### config.mk
export PLATFORM = sky130hd
export DESIGN_NAME = thcattus_uart_tx
export DESIGN_NICKNAME = d
export VERILOG_FILES = /design/src/rtl/thcattus_uart_tx.sv
export SDC_FILE = /design/constraint.sdc
export NUM_CORES = 1
export LEC_CHECK = 0
export BUFFER_PORTS_ARGS = -buffer_cell sky130_fd_sc_hd__buf_2
export CORE_ASPECT_RATIO = 0.9
export CORE_UTILIZATION = 50
export CTS_CLUSTER_DIAMETER = 200
export DETAILED_ROUTE_END_ITERATION = 8
export GPL_TIMING_DRIVEN = 0
export PLACE_DENSITY = 0.82
export SETUP_SLACK_MARGIN = 0.1
export SLEW_MARGIN = 40
export SYNTH_ARGS = -nofsm -noshare
export SYNTH_HDL_FRONTEND = slang
export SYNTH_SLANG_ARGS = --single-unit
### constraint.sdc
create_clock -name axis_aclk -period 3.55 [get_ports axis_aclk]
set_clock_uncertainty 0.2 [all_clocks]
set_input_delay 0.71 -clock axis_aclk [delete_from_list [all_inputs] [get_ports axis_aclk]]
set_output_delay 0.71 -clock axis_aclk [all_outputs]
set_load 0.03 [all_outputs]
### src/rtl/thcattus_uart_tx.sv
// rtl/thcattus_uart_tx.sv - AXI-Stream to 8N1 UART transmitter, multi-byte beats
module thcattus_uart_tx #(
    parameter int DATA_WIDTH = 4,
    parameter int CLOCK_FREQ = 50_000_000,
    parameter int BAUD_RATE  = 115200
) (
    input  logic                      axis_aclk,
    input  logic                      axis_areset,
    input  logic                      axis_tvalid,
    output logic                      axis_tready,
    input  logic [DATA_WIDTH*8-1:0]   axis_tdata,
    output logic                      uart_tx,
    output logic                      tx_busy
);

    localparam int CYCLE_PER_BAUD = CLOCK_FREQ / BAUD_RATE;
    localparam int CNT_W   = (CYCLE_PER_BAUD > 1) ? $clog2(CYCLE_PER_BAUD) : 1;
    localparam int IDX_W   = (DATA_WIDTH > 1) ? $clog2(DATA_WIDTH) : 1;
    localparam int SHIFT_W = DATA_WIDTH * 8;

    localparam logic [CNT_W-1:0] BAUD_LAST = CNT_W'(CYCLE_PER_BAUD - 1);
    localparam logic [IDX_W-1:0] BYTE_LAST = IDX_W'(DATA_WIDTH - 1);
    localparam logic [3:0]       BIT_LAST_DATA = 4'd8;
    localparam logic [3:0]       BIT_STOP      = 4'd9;

    typedef enum logic [1:0] {
        ST_IDLE = 2'd0,
        ST_SEND = 2'd1
    } state_t;

    state_t               state_q, state_d;
    logic [SHIFT_W-1:0]   shift_q, shift_d;
    logic [CNT_W-1:0]     baud_cnt_q, baud_cnt_d;
    logic [3:0]           bit_idx_q, bit_idx_d;
    logic [IDX_W-1:0]     byte_idx_q, byte_idx_d;
    logic                 tx_q, tx_d;
    logic                 ready_q, ready_d;
    logic                 busy_q, busy_d;

    assign axis_tready = ready_q;
    assign uart_tx     = tx_q;
    assign tx_busy     = busy_q;

    // Next-state logic; outputs are computed one cycle ahead so every output is a flop.
    always_comb begin
        state_d    = state_q;
        shift_d    = shift_q;
        baud_cnt_d = baud_cnt_q;
        bit_idx_d  = bit_idx_q;
        byte_idx_d = byte_idx_q;
        tx_d       = tx_q;
        ready_d    = ready_q;
        busy_d     = busy_q;

        case (state_q)
            ST_IDLE: begin
                tx_d    = 1'b1;
                ready_d = 1'b1;
                busy_d  = 1'b0;
                if (axis_tvalid && ready_q) begin
                    // Start bit goes out on the handshake edge itself.
                    shift_d    = axis_tdata;
                    ready_d    = 1'b0;
                    busy_d     = 1'b1;
                    tx_d       = 1'b0;
                    baud_cnt_d = '0;
                    bit_idx_d  = '0;
                    byte_idx_d = '0;
                    state_d    = ST_SEND;
                end
            end

            ST_SEND: begin
                ready_d = 1'b0;
                busy_d  = 1'b1;
                if (baud_cnt_q != BAUD_LAST) begin
                    baud_cnt_d = baud_cnt_q + CNT_W'(1);
                end else begin
                    baud_cnt_d = '0;
                    if (bit_idx_q == BIT_STOP) begin
                        bit_idx_d = '0;
                        if (byte_idx_q != BYTE_LAST) begin
                            // Next frame starts back-to-back with the stop bit.
                            byte_idx_d = byte_idx_q + IDX_W'(1);
                            tx_d       = 1'b0;
                        end else begin
                            byte_idx_d = '0;
                            tx_d       = 1'b1;
                            ready_d    = 1'b1;
                            busy_d     = 1'b0;
                            state_d    = ST_IDLE;
                        end
                    end else begin
                        bit_idx_d = bit_idx_q + 4'd1;
                        if (bit_idx_q == BIT_LAST_DATA) begin
                            tx_d = 1'b1;
                        end else begin
                            // Shifting right walks byte 0 LSB first, then byte 1, ...
                            tx_d    = shift_q[0];
                            shift_d = shift_q >> 1;
                        end
                    end
                end
            end

            default: begin
                state_d    = ST_IDLE;
                tx_d       = 1'b1;
                ready_d    = 1'b0;
                busy_d     = 1'b0;
                baud_cnt_d = '0;
                bit_idx_d  = '0;
                byte_idx_d = '0;
            end
        endcase
    end

    // Control state and registered outputs.
    always_ff @(posedge axis_aclk) begin
        if (axis_areset) begin
            state_q    <= ST_IDLE;
            baud_cnt_q <= '0;
            bit_idx_q  <= '0;
            byte_idx_q <= '0;
            tx_q       <= 1'b1;
            ready_q    <= 1'b0;
            busy_q     <= 1'b0;
        end else begin
            state_q    <= state_d;
            baud_cnt_q <= baud_cnt_d;
            bit_idx_q  <= bit_idx_d;
            byte_idx_q <= byte_idx_d;
            tx_q       <= tx_d;
            ready_q    <= ready_d;
            busy_q     <= busy_d;
        end
    end

    // Payload shift register; its contents are irrelevant until the next handshake.
    always_ff @(posedge axis_aclk) begin
        shift_q <= shift_d;
    end

endmodule

==> impl_metrics.yaml, run 1 <==
run_status:
  status: "completed"
final_layout:
  drive_gt1_share_pct: 36.73
  multi_input_area_um2: 910.9
  final_nets: 263
  diodes: 0
  area_growth_pct: 16.92
  regArea_um2: 1341
  n_fill_cell: 352
  final_area_um2: 2706
  fin_util_pct: 60.67
  instances_no_fill: 288
clocking:
  cts_max_level: 2
  cts_buffer_depth: 2
  path_clk_slew_ns: 0.09
  cts_tree: "yes"
  cts.sinks: 51
  cts_resized: 0
  cts_buffers: 5
  root_buffer: "clkbuf_8"
  clk_latency_ns: 0.30
  cts_setup_buffers: 0
  postCtsHoldBufs: 0
synthesis:
  synth_cell_types: 37
  synth-main-ff-cell: "edfxtp_1"
  synth_top_area_share_pct: 41.51
  synth_fp_nets: 218
  syn_area_per_cell_um2: 12.86
  synthArstFlopShare_pct: 0
  netlist_area_um2: 2315
  yosys-top-cells-count: "edfxtp_1 (32), mux2_2 (31), dfxtp_1 (19), a21oi_1 (11), nand2_1 (10)"
  synth_cells: 180
  ys_ff_latch: 51
  synth.yosys.seq_area_share_pct: 57.95
  synth_edf_count: 32
  synth_area_leaders: "edfxtp_1 (42%), dfxtp_1 (16%), mux2_2 (15%)"
  ys_warn_count: 0
  yosysMostFrequentCell: "edfxtp_1"
  synth_top_cell_by_area: "edfxtp_1"
power:
  p_leak_nw: 0.9065
  irDropWorstVdd_uv: 281.0
  p_per_area_nw_per_um2: 431.1
sta:
  period_share_pct: 73.70
  hold_viol: 0
  tns_ns: 0
  slew_violations: 0
  setup_viol: 0
  clock.fmax_mhz: 382.2
  relSlewSlack_pct: 64.52
  rsz0062_at_grt: "false"
  tightest_slew_ns: 0.5322
  period_minus_slack_ns: 2.616
floorplanning:
  num_rows: 23
  coreArea_um2: 4461
  ios: 38
  die_area_um2: 4906
  dieHeight_um: 66.55
  die_width_um: 73.72
  start_util_pct: 51.89
worst_setup_path:
  path_cells: "buf_6, or4b_1, buf_2, or3_1, a21oi_4, buf_8, buf_8"
  arrival_ns: 2.44
  critical_path_required_ns: 3.38
  crit_path_start_kind: "flop"
  crit_path_end_kind: "flop"
  cp_slowest_cell: "or4b_1"
  max_stage_delay_ns: 0.50
  cp_max_fo: 18
  critPathKind: "flop to flop"
  cpMostUsedCell: "buf_8"
detailed_routing:
  routed_wl_mm: 4.121
  firstDrtPassIters: 4
  drc_errors: 0
  drt_iter0_markers: 129
  vias_per_cell: 5.493
  wire_per_inst_um: 14.31
  num_vias: 1582
  ant_nets: 0
placed_design:
  dp_hpwl_mm: 2.839
  dp_cells: 280
  placed_area_um2: 2614
  place.port_buffers: 36
  place_congestion: 0.8122
grt:
  grt_pass1_wl_mm: 6.865
  antenna_found_initial: 0
  grt_pass1_vias: 1514
  grt_max_degree: 19
  grt-ovfl-total: 0
  grt_use_total_pct: 18.83
worst_hold_path:
  hold_path_class: "flop to flop"
flow_run:
  drv_cap: 0
-- final timing paths --
| kind | from | endpoint | slack [ns] | cells past startpoint |
|---|---|---|---|---|
| worst max-delay path | baud_cnt_q[2]$_SDFFE_PP0P_ | shift_q[20]$_DFFE_PP_ | 0.93 | 7 |
| worst min-delay path | baud_cnt_q[8]$_SDFFE_PP0P_ | baud_cnt_q[8]$_SDFFE_PP0P_ | 0.30 | 1 |
| worst max register to register | baud_cnt_q[2]$_SDFFE_PP0P_ | shift_q[20]$_DFFE_PP_ | 0.93 | 7 |
| worst min register to register | baud_cnt_q[8]$_SDFFE_PP0P_ | baud_cnt_q[8]$_SDFFE_PP0P_ | 0.30 | 1 |
-- through the flow --
step | hold slack [ns] | setup slack, ns | total power, mW
final | 0.3013 | 0.9337 | 1.167
after global routing | 0.3262 | 0.8500 | 1.216
after CTS | 0.2977 | 0.9370 | 1.178
after detailed placement | 0.2775 | 0.9383 | 0.8443
after global placement | 0.2696 | 0.2021 | 0.8317
after floorplan | 0.2503 | 0.5939 | 0.7903
-- metal layers --
layer  wire (um)  track usage (%)
met5           0                0
met3         168            4.085
met1        1937            24.73
met4          55            6.731
met2        1959            30.62
-- placed cells by master (no fill, tap or decap), types with 2 or more instances in the layout --
master and count:
buf_1 4, nand2b_1 3, a41oi_1 3, o21ai_0 8, nand3b_1 3, a311oi_1 9
or3_1 3, o21a_1 2, clkbuf_1 6, a21o_1 2, clkbuf_8 5, buf_2 38
dfxtp_1 19, nand4_1 2, nor2_1 2, edfxtp_1 32, a21oi_1 10, buf_6 2
buf_8 2, nand3_1 4, mux2_2 31, nand2_1 10, clkinvlp_4 2, ha_1 3
mux2i_1 2, o31ai_1 3
-- cell type report --
class,instances,area share [%]
multi-input cells,114,33.66
plain buffers,14,2.589
flip-flops and latches,51,49.56
clock inverters,3,0.8784
inverters,1,0.1387
clock buffers,5,2.543
well taps,62,2.866
repair buffers,38,7.767
-- critical path: cells and delay by family (launching register included) --
family	cells	cell delay (ns)
AND/OR/NAND/NOR	2	0.90
AO/OA/AOI/OAI	1	0.24
flip-flops	1	0.32
buffers and inverters	4	0.68
-- logic make-up (layout without fill, tap and decap cells) --
| family | after synthesis | after routing | share of synthesized area [%] |
|---|---|---|---|
| adder cells (fa/ha/maj) | 3 | 3 | 1.622 |
| AO/OA/AOI/OAI | 41 | 41 | 11.84 |
| XOR/XNOR | 1 | 1 | 0.3784 |
| multiplexers | 33 | 33 | 15.95 |
| buffers and inverters | 15 | 61 | 3.189 |
| flip-flops | 51 | 51 | 57.95 |
| AND/OR/NAND/NOR | 36 | 36 | 9.082 |
-- flip-flops by register name, summed over array words and instances (netlist names) --
signal and count:
baud_cnt_q 9, byte_idx_q 2, state_q 1, tx_busy 1
uart_tx 1, axis_tready 1, bit_idx_q 4, shift_q 32
-- report_power, final --
part / internal, mW / switching, mW / total, mW
Combinational: 0.0668 / 0.0745 / 0.141
Clock: 0.141 / 0.195 / 0.336
Sequential: 0.678 / 0.0109 / 0.689
No activity file was read; power rests on OpenSTA's default activity.
==> inputs of run 2 (changes only) <==
==> constraint.sdc (replaced) <==
create_clock -name axis_aclk -period 2.2 [get_ports axis_aclk]
set_clock_uncertainty 0.2 [all_clocks]
set_input_delay 0.44 -clock axis_aclk [delete_from_list [all_inputs] [get_ports axis_aclk]]
set_output_delay 0.44 -clock axis_aclk [all_outputs]
set_load 0.03 [all_outputs]
==> run 2 against run 1 <==
Count of clock-buffer cells in the layout is the same. Non-clock buffer count increased by 15. Largest power group unchanged. The flow now finishes with violations (negative setup slack). Hold slack lost 0.088 ns. Clock power rose by 91%. Core utilization rose by 6.9 points. Wire length rose by 35%. Global-route usage rose by 4.7 points. Flip-flop and latch count is the same. Sequential share of layout area down 4.8 points. Final cell count rose by 4.9%. Setup slack got worse by 1.0 ns.
==> impl_metrics.yaml, run 2 (synthesized netlist as in run 1, its figures left out) <==
clocking:
  cts_buffers: 5
  cts_buffer_depth: 2
  cts.sinks: 51
  path_clk_slew_ns: 0.09
  root_buffer: "clkbuf_8"
  cts_tree: "yes"
  clk_latency_ns: 0.31
  postCtsHoldBufs: 0
  cts_max_level: 2
sta:
  tightest_slew_ns: 0.5663
  period_share_pct: 105.1
  relSlewSlack_pct: 62.24
  tns_ns: -3.011
  setup_viol: 32
  period_minus_slack_ns: 2.312
  clock.fmax_mhz: 432.5
  slew_violations: 0
  setup_slack_ns: -0.1120
  hold_viol: 0
  rsz0062_at_grt: "true"
placed_design:
  dp_hpwl_mm: 3.041
  place.port_buffers: 36
  dp_cells: 279
  place_congestion: 0.8664
  post-place-ws_ns: -0.3995
worst_setup_path:
  worstSetupEndpoint: "shift_q[22]$_DFFE_PP_"
  cp_slowest_cell: "or3_4"
  arrival_ns: 2.15
  reg2reg_slack_ns: -0.11
  crit_path_start_kind: "flop"
  r2r_end: "shift_q[22]$_DFFE_PP_"
  path_cells: "ha_1, nand4_1, or3_4, a21oi_4, buf_6, clkbuf_16"
  worst_r2r_path_depth: 6
  crit_family: "simple AND/OR/NAND/NOR gates"
  critPathKind: "flop to flop"
  rr_startpoint: "baud_cnt_q[0]$_SDFFE_PP0P_"
  startpoint: "baud_cnt_q[0]$_SDFFE_PP0P_"
  crit_path_end_kind: "flop"
  max_stage_delay_ns: 0.48
  cp_max_fo: 6
  worstPathBufferInverterCount: 2
  critical_path_required_ns: 2.04
  cp.depth: 6
detailed_routing:
  met1_length_mm: 2.182
  wire_per_inst_um: 18.44
  routed_wl_mm: 5.569
  drc_errors: 0
  route.met3.wl_um: 302
  ant_nets: 0
  routed-wl-met2_mm: 2.917
  num_vias: 1764
  firstDrtPassIters: 4
  vias_per_cell: 5.841
  highest-signal-layer: "met4"
  drt_iter0_markers: 155
final_layout:
  final_cell_mix: "buf_2 (36), edfxtp_1 (32), mux2_2 (31), dfxtp_1 (15), nand2_1 (10)"
  largest_reg_flops: 32
  drive_gt1_share_pct: 46.67
  n_fill_cell: 304
  instances_no_fill: 302
  diodes: 0
  regArea_um2: 1349
  final_nets: 278
  area_growth_pct: 30.16
  final_common_cell: "buf_2"
  reg_top3: "shift_q x32, baud_cnt_q x9, bit_idx_q x4"
  largest-register: "shift_q"
  multi_input_area_um2: 943.4
worst_hold_path:
  hold_path_class: "primary input to flop"
grt:
  grt_max_degree: 16
  antenna_found_initial: 0
  grt-ovfl-total: 0
  grt_use_total_pct: 23.54
  grt_pass1_wl_mm: 8.162
  grt_pass1_vias: 1675
power:
  p_leak_nw: 1.062
  irDropWorstVdd_uv: 497.3
  p_per_area_nw_per_um2: 694.2
floorplanning:
  num_rows: 23
  start_util_pct: 51.89
  dieHeight_um: 66.55
  coreArea_um2: 4461
  ios: 38
  die_area_um2: 4906
  die_width_um: 73.72
flow_run:
  drv_cap: 0
run_status:
  violations: "negative setup slack"
  status: "finished with violations"
[run 2: changes by cell type in the layout (fill, tap and decap cells not counted), sizes merged]
cell,change
buf,+9
bufinv,+1
clkbuf,+6
inv,-1
clkinvlp,-1
[run 2: worst min-delay path by stage]
stage / end / depth (start not counted) / slack, ns / from
floorplan: baud_cnt_q[8]$_SDFFE_PP0P_ / 1 / 0.25 / baud_cnt_q[8]$_SDFFE_PP0P_
global placement: baud_cnt_q[1]$_SDFFE_PP0P_ / 2 / 0.27 / baud_cnt_q[1]$_SDFFE_PP0P_
detailed placement: baud_cnt_q[8]$_SDFFE_PP0P_ / 1 / 0.28 / baud_cnt_q[8]$_SDFFE_PP0P_
CTS: shift_q[31]$_SDFFCE_PP0P_ / 2 / 0.21 / axis_tdata[31]
global route: shift_q[31]$_SDFFCE_PP0P_ / 2 / 0.21 / axis_tdata[31]
finish: shift_q[31]$_SDFFCE_PP0P_ / 2 / 0.21 / axis_tdata[31]
[run 2: report_power, final]
| group | total [mW] | internal, mW | switching [mW] |
|---|---|---|---|
| sequential | 1.12 | 1.09 | 0.0214 |
| combinational | 0.335 | 0.184 | 0.150 |
| clock | 0.641 | 0.333 | 0.309 |
| total | 2.09 | 1.61 | 0.481 |
[run 2: area by class of cell]
| class | count | area share, % |
|---|---|---|
| Sequential cell | 51 | 44.77 |
| Multi-Input combinational cell | 114 | 31.31 |
| Timing Repair Buffer | 54 | 15.03 |
| Buffer | 13 | 2.658 |
| Tap cell | 62 | 2.575 |
| Clock buffer | 5 | 2.284 |
| Clock inverter | 2 | 1.246 |
| Inverter | 1 | 0.1246 |
[run 2: layer usage]
layer	vias to the layer above	GRT usage, %
met5	-	0
met4	0	14.42
met3	17	5.749
met2	79	38.99
met1	852	27.41
li1	816	-
[run 2: metrics by stage]
step	power (mW)	cell area [um2]	hold WS [ns]	util (%)
2_1_floorplan	1.279	2345	0.2503	-
3_3_place_gp	1.346	2603	0.2679	58.35
3_5_place_dp	1.361	2618	0.2784	58.68
4_1_cts	2.048	2877	0.2095	64.49
5_1_grt	2.164	3013	0.2108	67.55
6_report	2.092	3013	0.2137	67.55
[run 2: what timing repair did]
item | CTS | global route
pin swaps | 4 | 3
endpoints found under the setup margin | 41 | 81
buffers inserted | 10 | 2
gates resized for setup | 12 | 16
cloned | 1 | 4
